## src/rtl/ysyx_041514_pipe_stage_hs_pkg.sv

```systemverilog
// -----------------------------------------------------------------------------
// ysyx_041514_pipe_stage_hs_pkg
// Shared definitions for the generic inter-stage pipeline register.
//   stage_state_e : stage occupancy encoding. The value equals the number of
//                   entries held, so it can be driven straight out as occupancy.
//   PS_STATE_W    : width of the stage-state register.
// -----------------------------------------------------------------------------
package ysyx_041514_pipe_stage_hs_pkg;

    localparam int PS_STATE_W = 2;

    typedef enum logic [PS_STATE_W-1:0] {
        PS_EMPTY = 2'd0,
        PS_BUSY  = 2'd1,
        PS_FULL  = 2'd2
    } stage_state_e;

endpackage

```

## src/rtl/ysyx_041514_pipe_stage_hs_reg.sv

```systemverilog
// -----------------------------------------------------------------------------
// ysyx_041514_pipe_stage_hs_reg
// Plain register template with a synchronous active-high reset and a write
// enable. Used for the main, skid, valid/state and ready registers of a stage.
//   clk  : clock
//   rst  : synchronous reset, active-high (loads RESET_VAL)
//   wen  : load din on the next rising edge
//   din  : next value
//   dout : registered value
// -----------------------------------------------------------------------------
module ysyx_041514_pipe_stage_hs_reg #(
    parameter int               WIDTH     = 1,
    parameter logic [WIDTH-1:0] RESET_VAL = '0
) (
    input  logic             clk,
    input  logic             rst,
    input  logic             wen,
    input  logic [WIDTH-1:0] din,
    output logic [WIDTH-1:0] dout
);

    // NOTE: sequential state uses non-blocking assignment so every register
    // samples its inputs from the same pre-edge values.
    always_ff @(posedge clk) begin
        if (rst) begin
            dout <= RESET_VAL;
        end else if (wen) begin
            dout <= din;
        end
    end

endmodule

```

## src/rtl/ysyx_041514_pipe_stage_hs.sv

```systemverilog
// -----------------------------------------------------------------------------
// ysyx_041514_pipe_stage_hs
// Generic valid/ready pipeline stage register carrying one packed payload.
//   SKID=1 : two-entry skid buffer, in_ready_o comes straight from a flop.
//   SKID=0 : single register, in_ready_o = !out_valid_o || out_ready_i.
// Empty entries always hold BUBBLE_VAL so consumers get decode-safe defaults.
// Ports:
//   clk, rst             : clock, synchronous active-high reset
//   flush_i              : turn stage contents into a bubble next cycle
//   in_valid_i/in_ready_o/in_data_i    : upstream handshake and payload
//   out_valid_o/out_ready_i/out_data_o : downstream handshake and payload
//   occupancy_o          : entries held (0..2, 0..1 when SKID=0)
//   stall_cnt_o          : saturating count of out_valid_o && !out_ready_i
//   stall_cnt_clr_i      : synchronous clear of stall_cnt_o (beats increment)
// -----------------------------------------------------------------------------
module ysyx_041514_pipe_stage_hs
    import ysyx_041514_pipe_stage_hs_pkg::*;
#(
    parameter int               WIDTH      = 64,
    parameter logic [WIDTH-1:0] BUBBLE_VAL = {WIDTH{1'b0}},
    parameter bit               SKID       = 1'b1,
    parameter int               CNT_W      = 16
) (
    input  logic             clk,
    input  logic             rst,
    input  logic             flush_i,
    input  logic             in_valid_i,
    output logic             in_ready_o,
    input  logic [WIDTH-1:0] in_data_i,
    output logic             out_valid_o,
    input  logic             out_ready_i,
    output logic [WIDTH-1:0] out_data_o,
    output logic [1:0]       occupancy_o,
    output logic [CNT_W-1:0] stall_cnt_o,
    input  logic             stall_cnt_clr_i
);

    logic in_fire;
    logic out_fire;

    assign in_fire  = in_valid_i && in_ready_o;
    assign out_fire = out_valid_o && out_ready_i;

    if (SKID) begin : g_skid
        logic [PS_STATE_W-1:0] state_raw;
        stage_state_e          state_q;
        stage_state_e          state_d;
        logic [WIDTH-1:0]      main_q, main_d, skid_q, skid_d;
        logic                  main_we, skid_we;
        logic                  ready_q, ready_d;

        assign state_q = stage_state_e'(state_raw);

        // NOTE: every signal written here gets a default first, so no path
        // through the case leaves it unassigned and no latch is inferred.
        always_comb begin
            state_d = state_q;
            main_d  = main_q;
            main_we = 1'b0;
            skid_d  = skid_q;
            skid_we = 1'b0;

            if (flush_i) begin
                // Any concurrent in_fire is swallowed; an out_fire has
                // already been taken by downstream this cycle.
                state_d = PS_EMPTY;
                main_d  = BUBBLE_VAL;
                main_we = 1'b1;
                skid_d  = BUBBLE_VAL;
                skid_we = 1'b1;
            end else begin
                case (state_q)
                    PS_EMPTY: begin
                        if (in_fire) begin
                            main_d  = in_data_i;
                            main_we = 1'b1;
                            state_d = PS_BUSY;
                        end
                    end
                    PS_BUSY: begin
                        if (in_fire && out_fire) begin
                            main_d  = in_data_i;
                            main_we = 1'b1;
                        end else if (out_fire) begin
                            main_d  = BUBBLE_VAL;
                            main_we = 1'b1;
                            state_d = PS_EMPTY;
                        end else if (in_fire) begin
                            skid_d  = in_data_i;
                            skid_we = 1'b1;
                            state_d = PS_FULL;
                        end
                    end
                    PS_FULL: begin
                        // in_ready_o is low here, so only the drain is possible.
                        if (out_fire) begin
                            main_d  = skid_q;
                            main_we = 1'b1;
                            skid_d  = BUBBLE_VAL;
                            skid_we = 1'b1;
                            state_d = PS_BUSY;
                        end
                    end
                    default: begin
                        state_d = PS_EMPTY;
                        main_d  = BUBBLE_VAL;
                        main_we = 1'b1;
                        skid_d  = BUBBLE_VAL;
                        skid_we = 1'b1;
                    end
                endcase
            end
        end

        // Ready is registered from the next state, cutting the out_ready_i path.
        assign ready_d = (state_d != PS_FULL);

        ysyx_041514_pipe_stage_hs_reg #(.WIDTH(PS_STATE_W), .RESET_VAL(PS_EMPTY)) u_state (
            .clk(clk), .rst(rst), .wen(1'b1), .din(state_d), .dout(state_raw)
        );
        ysyx_041514_pipe_stage_hs_reg #(.WIDTH(WIDTH), .RESET_VAL(BUBBLE_VAL)) u_main (
            .clk(clk), .rst(rst), .wen(main_we), .din(main_d), .dout(main_q)
        );
        ysyx_041514_pipe_stage_hs_reg #(.WIDTH(WIDTH), .RESET_VAL(BUBBLE_VAL)) u_skid (
            .clk(clk), .rst(rst), .wen(skid_we), .din(skid_d), .dout(skid_q)
        );
        ysyx_041514_pipe_stage_hs_reg #(.WIDTH(1), .RESET_VAL(1'b1)) u_ready (
            .clk(clk), .rst(rst), .wen(1'b1), .din(ready_d), .dout(ready_q)
        );

        assign in_ready_o  = ready_q;
        assign out_valid_o = (state_q != PS_EMPTY);
        assign out_data_o  = main_q;
        assign occupancy_o = state_raw;
    end else begin : g_direct
        logic             valid_q, valid_d;
        logic [WIDTH-1:0] main_q, main_d;
        logic             main_we;

        always_comb begin
            valid_d = valid_q;
            main_d  = main_q;
            main_we = 1'b0;
            if (flush_i) begin
                valid_d = 1'b0;
                main_d  = BUBBLE_VAL;
                main_we = 1'b1;
            end else if (in_fire) begin
                valid_d = 1'b1;
                main_d  = in_data_i;
                main_we = 1'b1;
            end else if (out_fire) begin
                valid_d = 1'b0;
                main_d  = BUBBLE_VAL;
                main_we = 1'b1;
            end
        end

        ysyx_041514_pipe_stage_hs_reg #(.WIDTH(1), .RESET_VAL(1'b0)) u_valid (
            .clk(clk), .rst(rst), .wen(1'b1), .din(valid_d), .dout(valid_q)
        );
        ysyx_041514_pipe_stage_hs_reg #(.WIDTH(WIDTH), .RESET_VAL(BUBBLE_VAL)) u_main (
            .clk(clk), .rst(rst), .wen(main_we), .din(main_d), .dout(main_q)
        );

        assign in_ready_o  = !valid_q || out_ready_i;
        assign out_valid_o = valid_q;
        assign out_data_o  = main_q;
        assign occupancy_o = {1'b0, valid_q};
    end

    // Back-pressure counter: clear beats increment, and it sticks at all-ones.
    always_ff @(posedge clk) begin
        if (rst || stall_cnt_clr_i) begin
            stall_cnt_o <= '0;
        end else if (out_valid_o && !out_ready_i && (stall_cnt_o != {CNT_W{1'b1}})) begin
            stall_cnt_o <= stall_cnt_o + CNT_W'(1);
        end
    end

endmodule

```

## config.mk

```make
export PLATFORM = sky130hd
export DESIGN_NAME = ysyx_041514_pipe_stage_hs
export DESIGN_NICKNAME = d
export VERILOG_FILES = /design/src/rtl/ysyx_041514_pipe_stage_hs_pkg.sv /design/src/rtl/ysyx_041514_pipe_stage_hs_reg.sv /design/src/rtl/ysyx_041514_pipe_stage_hs.sv
export SDC_FILE = /design/constraint.sdc
export NUM_CORES = 1
export LEC_CHECK = 0
export ABC_AREA = 1
export BUFFER_PORTS_ARGS = -buffer_cell sky130_fd_sc_hd__buf_2
export CORE_ASPECT_RATIO = 0.75
export CORE_MARGIN = 4
export CORE_UTILIZATION = 49
export DETAILED_ROUTE_END_ITERATION = 10
export PLACE_DENSITY_LB_ADDON = 0.25
export SETUP_SLACK_MARGIN = 0.02
export SYNTH_ARGS = -nofsm -noshare
export SYNTH_HDL_FRONTEND = slang
export SYNTH_SLANG_ARGS = --single-unit
```

## constraint.sdc

```tcl
create_clock -name clk -period 1.8 [get_ports clk]
set_input_delay 0.09 -clock clk [delete_from_list [all_inputs] [get_ports clk]]
set_output_delay 0.09 -clock clk [all_outputs]
set_load 0.05 [all_outputs]
```

Yosys cells after proc, flatten, opt, wreduce, memory -nomap -nowiden
Index checks and enable logic that the tools add are counted.

Add/subtract/negate cells: 1. $mul: 0. Divide/modulo/power cells: 0. Magnitude comparators: 0. Equality and inequality tests: 11. Shift operators: 0. Mux-type cells: 26. Bitwise operators: 0. Reductions and logical operators: 11.

Operator list (count): two-way mux 64 bit (8); one-hot mux 64 bit (3 select lines) (2); adder 16 x 1 -> 16 bit (second input constant) (1); inequality test 16 bit (second input constant) (1); inequality test 3 bit (second input constant) (5); two-way mux 2 bit (6); two-way mux 1 bit (7); one-hot mux 1 bit (3 select lines) (2); one-hot mux 2 bit (3 select lines) (1); AND reduction 6 bit (1); logical AND 1 bit (5); inequality test 2 bit (second input constant) (2); inequality test 4 bit (second input constant) (1); AND reduction 4 bit (1); equality test 2 x 1 -> 1 bit (second input constant) (1); equality test 2 bit (second input constant) (1); zero test 2 bit (1); nonzero test 2 bit (1); zero test 1 bit (1); logical OR 1 bit (1).

Register bits after elaboration: 147. Latch bits: 0. RAM bits: 0. Memory bits (read-only): 0. Input port bits: 70. Output and inout bits: 84. Memories kept: 0.

Logic depth before layout (Yosys ltp)
Depth after elaboration: 7. Mapped depth: 9. Mapped depth without buffers: 9.

Cells and area by module
Synthesis repeated with hierarchy kept, for this count alone.

Cells, all modules: 1910. Area, all modules: 10640.2 um^2.

By module, submodules not included: ysyx_041514_pipe_stage_hs_reg at g_skid.u_main ... (times used 2, cells each 405, area an instance 2666.3 um^2, seq. area each 1281.2 um^2); ysyx_041514_pipe_stage_hs (times used 1, cells each 1081, area an instance 5178.7 um^2, seq. area each 320.3 um^2); ysyx_041514_pipe_stage_hs_reg at g_skid.u_state (times used 1, cells each 13, area an instance 81.3 um^2, seq. area each 40.0 um^2); ysyx_041514_pipe_stage_hs_reg at g_skid.u_ready (times used 1, cells each 6, area an instance 47.5 um^2, seq. area each 20.0 um^2).

Worst setup path after synthesis
Ideal clock, no wire load.

Path kind: flip-flop to flip-flop. From: register g_skid.u_state.dout[1]. To: register g_skid.u_main.dout[39]. Arrival time: 1.957 ns. Required time: 1.668 ns. Slack: -0.289 ns. Cell stages (with the launch flop): 7. Cells stage by stage: dfxtp_1 nor2_4 inv_2 clkbuf_1 o22ai_1 o21ai_0 a21oi_1.

Cells in the longest elaborated chain, start to end: 7.

Ends and longest elaborated chain: start, declared (line ysyx_041514_pipe_stage_hs_reg.sv:19) `output logic [WIDTH-1:0] dout`; start signal, assigned (line ysyx_041514_pipe_stage_hs_reg.sv:28) `dout <= din;`; nonzero test 2 bit (*) (line ysyx_041514_pipe_stage_hs.sv:132) `assign out_valid_o = (state_q != PS_EMPTY);`; via out_valid_o (line ysyx_041514_pipe_stage_hs.sv:30) `output logic out_valid_o,`; logical AND 1 bit (*) (line ysyx_041514_pipe_stage_hs.sv:42) `assign out_fire = out_valid_o && out_ready_i;`; two-way mux 1 bit or logical AND 1 bit (tied branches) (line ysyx_041514_pipe_stage_hs.sv:84, ysyx_041514_pipe_stage_hs.sv:96, ysyx_041514_pipe_stage_hs.sv:81); two-way mux 1 bit (line ysyx_041514_pipe_stage_hs.sv:81) `if (in_fire && out_fire) begin`; one-hot mux 1 bit (3 select lines) (line ysyx_041514_pipe_stage_hs.sv:72) `case (state_q)`; two-way mux 1 bit (line ysyx_041514_pipe_stage_hs.sv:63) `if (flush_i) begin`; AND reduction 4 bit (no line); end signal, assigned (line ysyx_041514_pipe_stage_hs_reg.sv:28); end, declared (line ysyx_041514_pipe_stage_hs_reg.sv:19).

The timed path passes the listed nets; every way through them passes the cells marked *. A chain may end at the register's enable or synchronous reset.

Final worst setup path
From: register g_skid.u_state.dout[1]. To: output port out_valid_o.

Cells in the longest elaborated chain, start to end: 1.

Ends and longest elaborated chain (line): nonzero test 2 bit (ysyx_041514_pipe_stage_hs.sv:132); end, declared (ysyx_041514_pipe_stage_hs.sv:30).

Every way passes these cells.

==> parameters.txt <==
Parameter                              Value

Run status
  Outcome    finished, final reports clean

Setup path
  Cell Chain, Critical Path    nor2_4 > inv_2 > buf_8 > clkbuf_4
  Number of cells on the worst reg-to-reg path    8
  WP buf/inv    3
  Data arrival time of the critical path    1.62 ns
  Kind of cell with the highest combined delay on the critical path    buffers and inverters
  Reg2reg start    g_skid.u_state.dout[0]
  Cell with the biggest individual delay on the critical path    dfxtp_2
  Critical Path Sink Type    output pin
  Largest stage delay on the critical path    0.42 ns
  R2r setup slk    0.18 ns
  Maximum fanout count along the critical path    47
  Critical register-to-register path endpoint    g_skid.u_main.dout[32]
  Start-to-end type of the worst setup path    reg2out
  Data required time of the critical path    1.71 ns
  Nature of the critical path startpoint    flop

Clock network
  Clock slew at the register clock pins of the worst setup and hold paths    0.06 ns
  CTS H-tree depth    4
  Root Driver    clkbuf_16
  TritonCTS clock tree    done
  Insertion delay of the later-clocked pin in the worst-skew pair    0.42 ns
  Buffers from clock root to sink, at most    2
  CTS buffer count    17
  Post-CTS setup buffer count    0
  Clock net sink count    147

Yosys
  Cell accounting for the most synthesized area    dfxtp_1
  Gate Count Post-Synth    1006
  Net count after synthesis    1077
  Average cell area after synthesis    6.87 um^2
  FF+latch count, synth    147
  Number of warnings issued by yosys    0
  Synth area leaders    dfxtp_1 43%, nand2_1 10%, a21oi_1 6.7%, o21ai_0 6.5%, inv_1 5.9%
  Total standard cell area after synthesis    6920 um^2
  Area fraction of the dominant cell type after synthesis    42.6%
  Fraction of the yosys area taken by sequential cells    42.6%
  Post-synth cell types    27

Global routing
  Overall global routing resource usage    24.4%
  Number of antenna violations at the first check in global routing    2
  Remaining Overflow, GRT    0
  Wire length of the first global-routing pass    33100 um
  Pin count of the biggest net entering global routing    66
  Number of global-route vias before repair    6752

Timing
  Worst-Margin Slew    0.761 ns
  Minimum period implied by the final worst setup slack    1.71 ns
  Clock Skew    0.00784 ns
  Maximum operating frequency    0.585 GHz
  Final setup violation count    0
  Period utilization    95.0%
  Max-slew headroom    49.3%
  Final-report hold violation count    0
  Setup TNS after final layout    0 ns
  Pins over their slew limit    0
  Setup repair after global routing missed its margin    false

Drt
  Iteration-0 DRC count of the detailed router    628
  Antenna Nets Post-Route    0
  Met1 Routed Length    9140 um
  Top layer reached by signal wires    met5
  Count of unresolved DRC violations after routing    0
  Via-per-instance ratio    5.46
  Average routed wire per standard cell    14.9 um
  Met3 routed wirelength    1880 um
  Detailed-route via count    7276
  First-pass iteration count of the detailed router    5
  DRT Wirelength    19900 um
  Met2 Routed Length    8460 um

Die
  Ports    154
  Chip Height    111 um
  Die Outline Area    16100 um^2
  Initial standard-cell utilization of the core    50.3%
  Overall die width    145 um
  Row cnt    37
  Placeable core area    13700 um^2

Pwr
  Worst-case vdd ir drop    0.000738 V
  LEAKAGE    3.70 nW
  Power Dens Cells    923 nW/um^2
  Post-route total power    7.92 mW

Finish
  Count of fill cells added during filler insertion    1288
  Net count reported at finish    1216
  Ant. Diodes    0
  Final instance area    8590 um^2
  Synth-to-Final Area Change    24.2%
  Share of layout cells above drive strength 1    20.6%

Worst hold path
  Startpoint of the most critical hold path    in_data_i[28]
  Type of the worst min-delay path    in2reg
  Hold-critical path depth    3
  Hold endpoint    g_skid.u_skid.dout[28]

Place
  Placed inst area    7870 um^2
  Buffers added on ports    153
  Final GP Congestion    0.859
  Detail Placement HPWL    12600 um

Job
  Number of max-capacitance violations reported    0
report_power, final:
group | internal [mW] | total [mW] | leakage [nW] | switching (mW)
clock | 2.03 | 3.39 | 0.280 | 1.36
combinational | 0.331 | 1.08 | 2.21 | 0.752
sequential | 3.39 | 3.45 | 1.21 | 0.0595
cell families (layout without fill, tap and decap cells):
family | count (synthesis) | in the layout | share of synthesized area [%]
fa+ha+maj | 1 | 1 | 0.181
simple gates | 373 | 373 | 22.7
xor+xnor | 6 | 6 | 0.760
buf+inv | 189 | 341 | 10.8
flops | 147 | 147 | 42.6
compound gates | 290 | 290 | 23.0
through the flow:
stage	hold slack [ns]	util (%)	cells	setup slack [ns]
after detailed placement	0.405	57.2	1287	0.199
after CTS	0.00000505	62.4	1333	0.0732
final	0.0122	62.4	1333	0.0892
after global routing	0.0175	62.4	1333	0.0205
after floorplan	0.264	-	1006	0.0211
after global placement	0.402	57.2	1287	0.237
layout by cell type, fill, tap and decap left out, drive strengths merged, types with 19 or more instances in the layout:
cell    count
dfxtp     147
inv       116
o22ai      43
nor3       63
a31oi      43
clkbuf     19
nand3      22
nor2       93
o21ai     103
a21oi      92
buf       179
nand2     189
synth_stat cells, drive strengths merged:
| cell | instances |
|---|---|
| inv | 114 |
| xor2 | 4 |
| nor3 | 63 |
| ha | 1 |
| nand3 | 22 |
| dfxtp | 147 |
| a211oi | 4 |
| o21ai | 103 |
| nand2 | 189 |
| buf | 24 |
| clkinv | 1 |
| o211ai | 3 |
| nand4 | 6 |
| a31oi | 43 |
| nor2 | 93 |
| o22ai | 43 |
| a21oi | 92 |
| o211a | 2 |
| clkbuf | 50 |
| xnor2 | 2 |
tightest hold or removal path, cell delays in order:
cell and delay (ns):
buf_2 0.10, a21oi_1 0.12, nor3_1 0.06
timing repair:
item / 4_1_cts / 5_1_grt
hold endpoints to repair: 14 / 0
resized for setup: 2 / 1
hold buffers: 14 / 0
endpoints found under the setup margin: 1 / 1
state kept, by name, summed over array words and instances (netlist names):
| register | count |
|---|---|
| g_skid.u_ready.dout | 1 |
| g_skid.u_main.dout | 64 |
| g_skid.u_skid.dout | 64 |
| stall_cnt_o | 16 |
| g_skid.u_state.dout | 2 |
worst max-delay path by stage:
stage / from / endpoint / slack (ns) / cells after the start
6_report: g_skid.u_state.dout[1] / out_valid_o / 0.09 / 4
3_5_place_dp: g_skid.u_state.dout[1] / g_skid.u_main.dout[59] / 0.20 / 6
5_1_grt: g_skid.u_state.dout[1] / out_valid_o / 0.02 / 4
4_1_cts: g_skid.u_state.dout[1] / out_valid_o / 0.07 / 4
2_1_floorplan: stall_cnt_o[6] / stall_cnt_o[0] / 0.02 / 8
3_3_place_gp: g_skid.u_state.dout[1] / g_skid.u_main.dout[59] / 0.24 / 6
metal layers:
layer / global-route usage (%) / up-vias
li1: - / 3631
met4: 7.40 / 4
met5: 0 / -
met2: 36.2 / 349
met1: 34.3 / 3256
met3: 7.27 / 36
cell type report:
cell class	count	area [um^2]	area share, %
Multi-Input combinational cell	670	3240	37.7
Sequential cell	147	2960	34.5
Timing Repair Buffer	194	1170	13.6
Inverter	115	432	5.03
Clock buffer	18	429	5.00
Tap cell	175	219	2.55
Clock inverter	14	138	1.60
(Power assumes the default switching activity.)
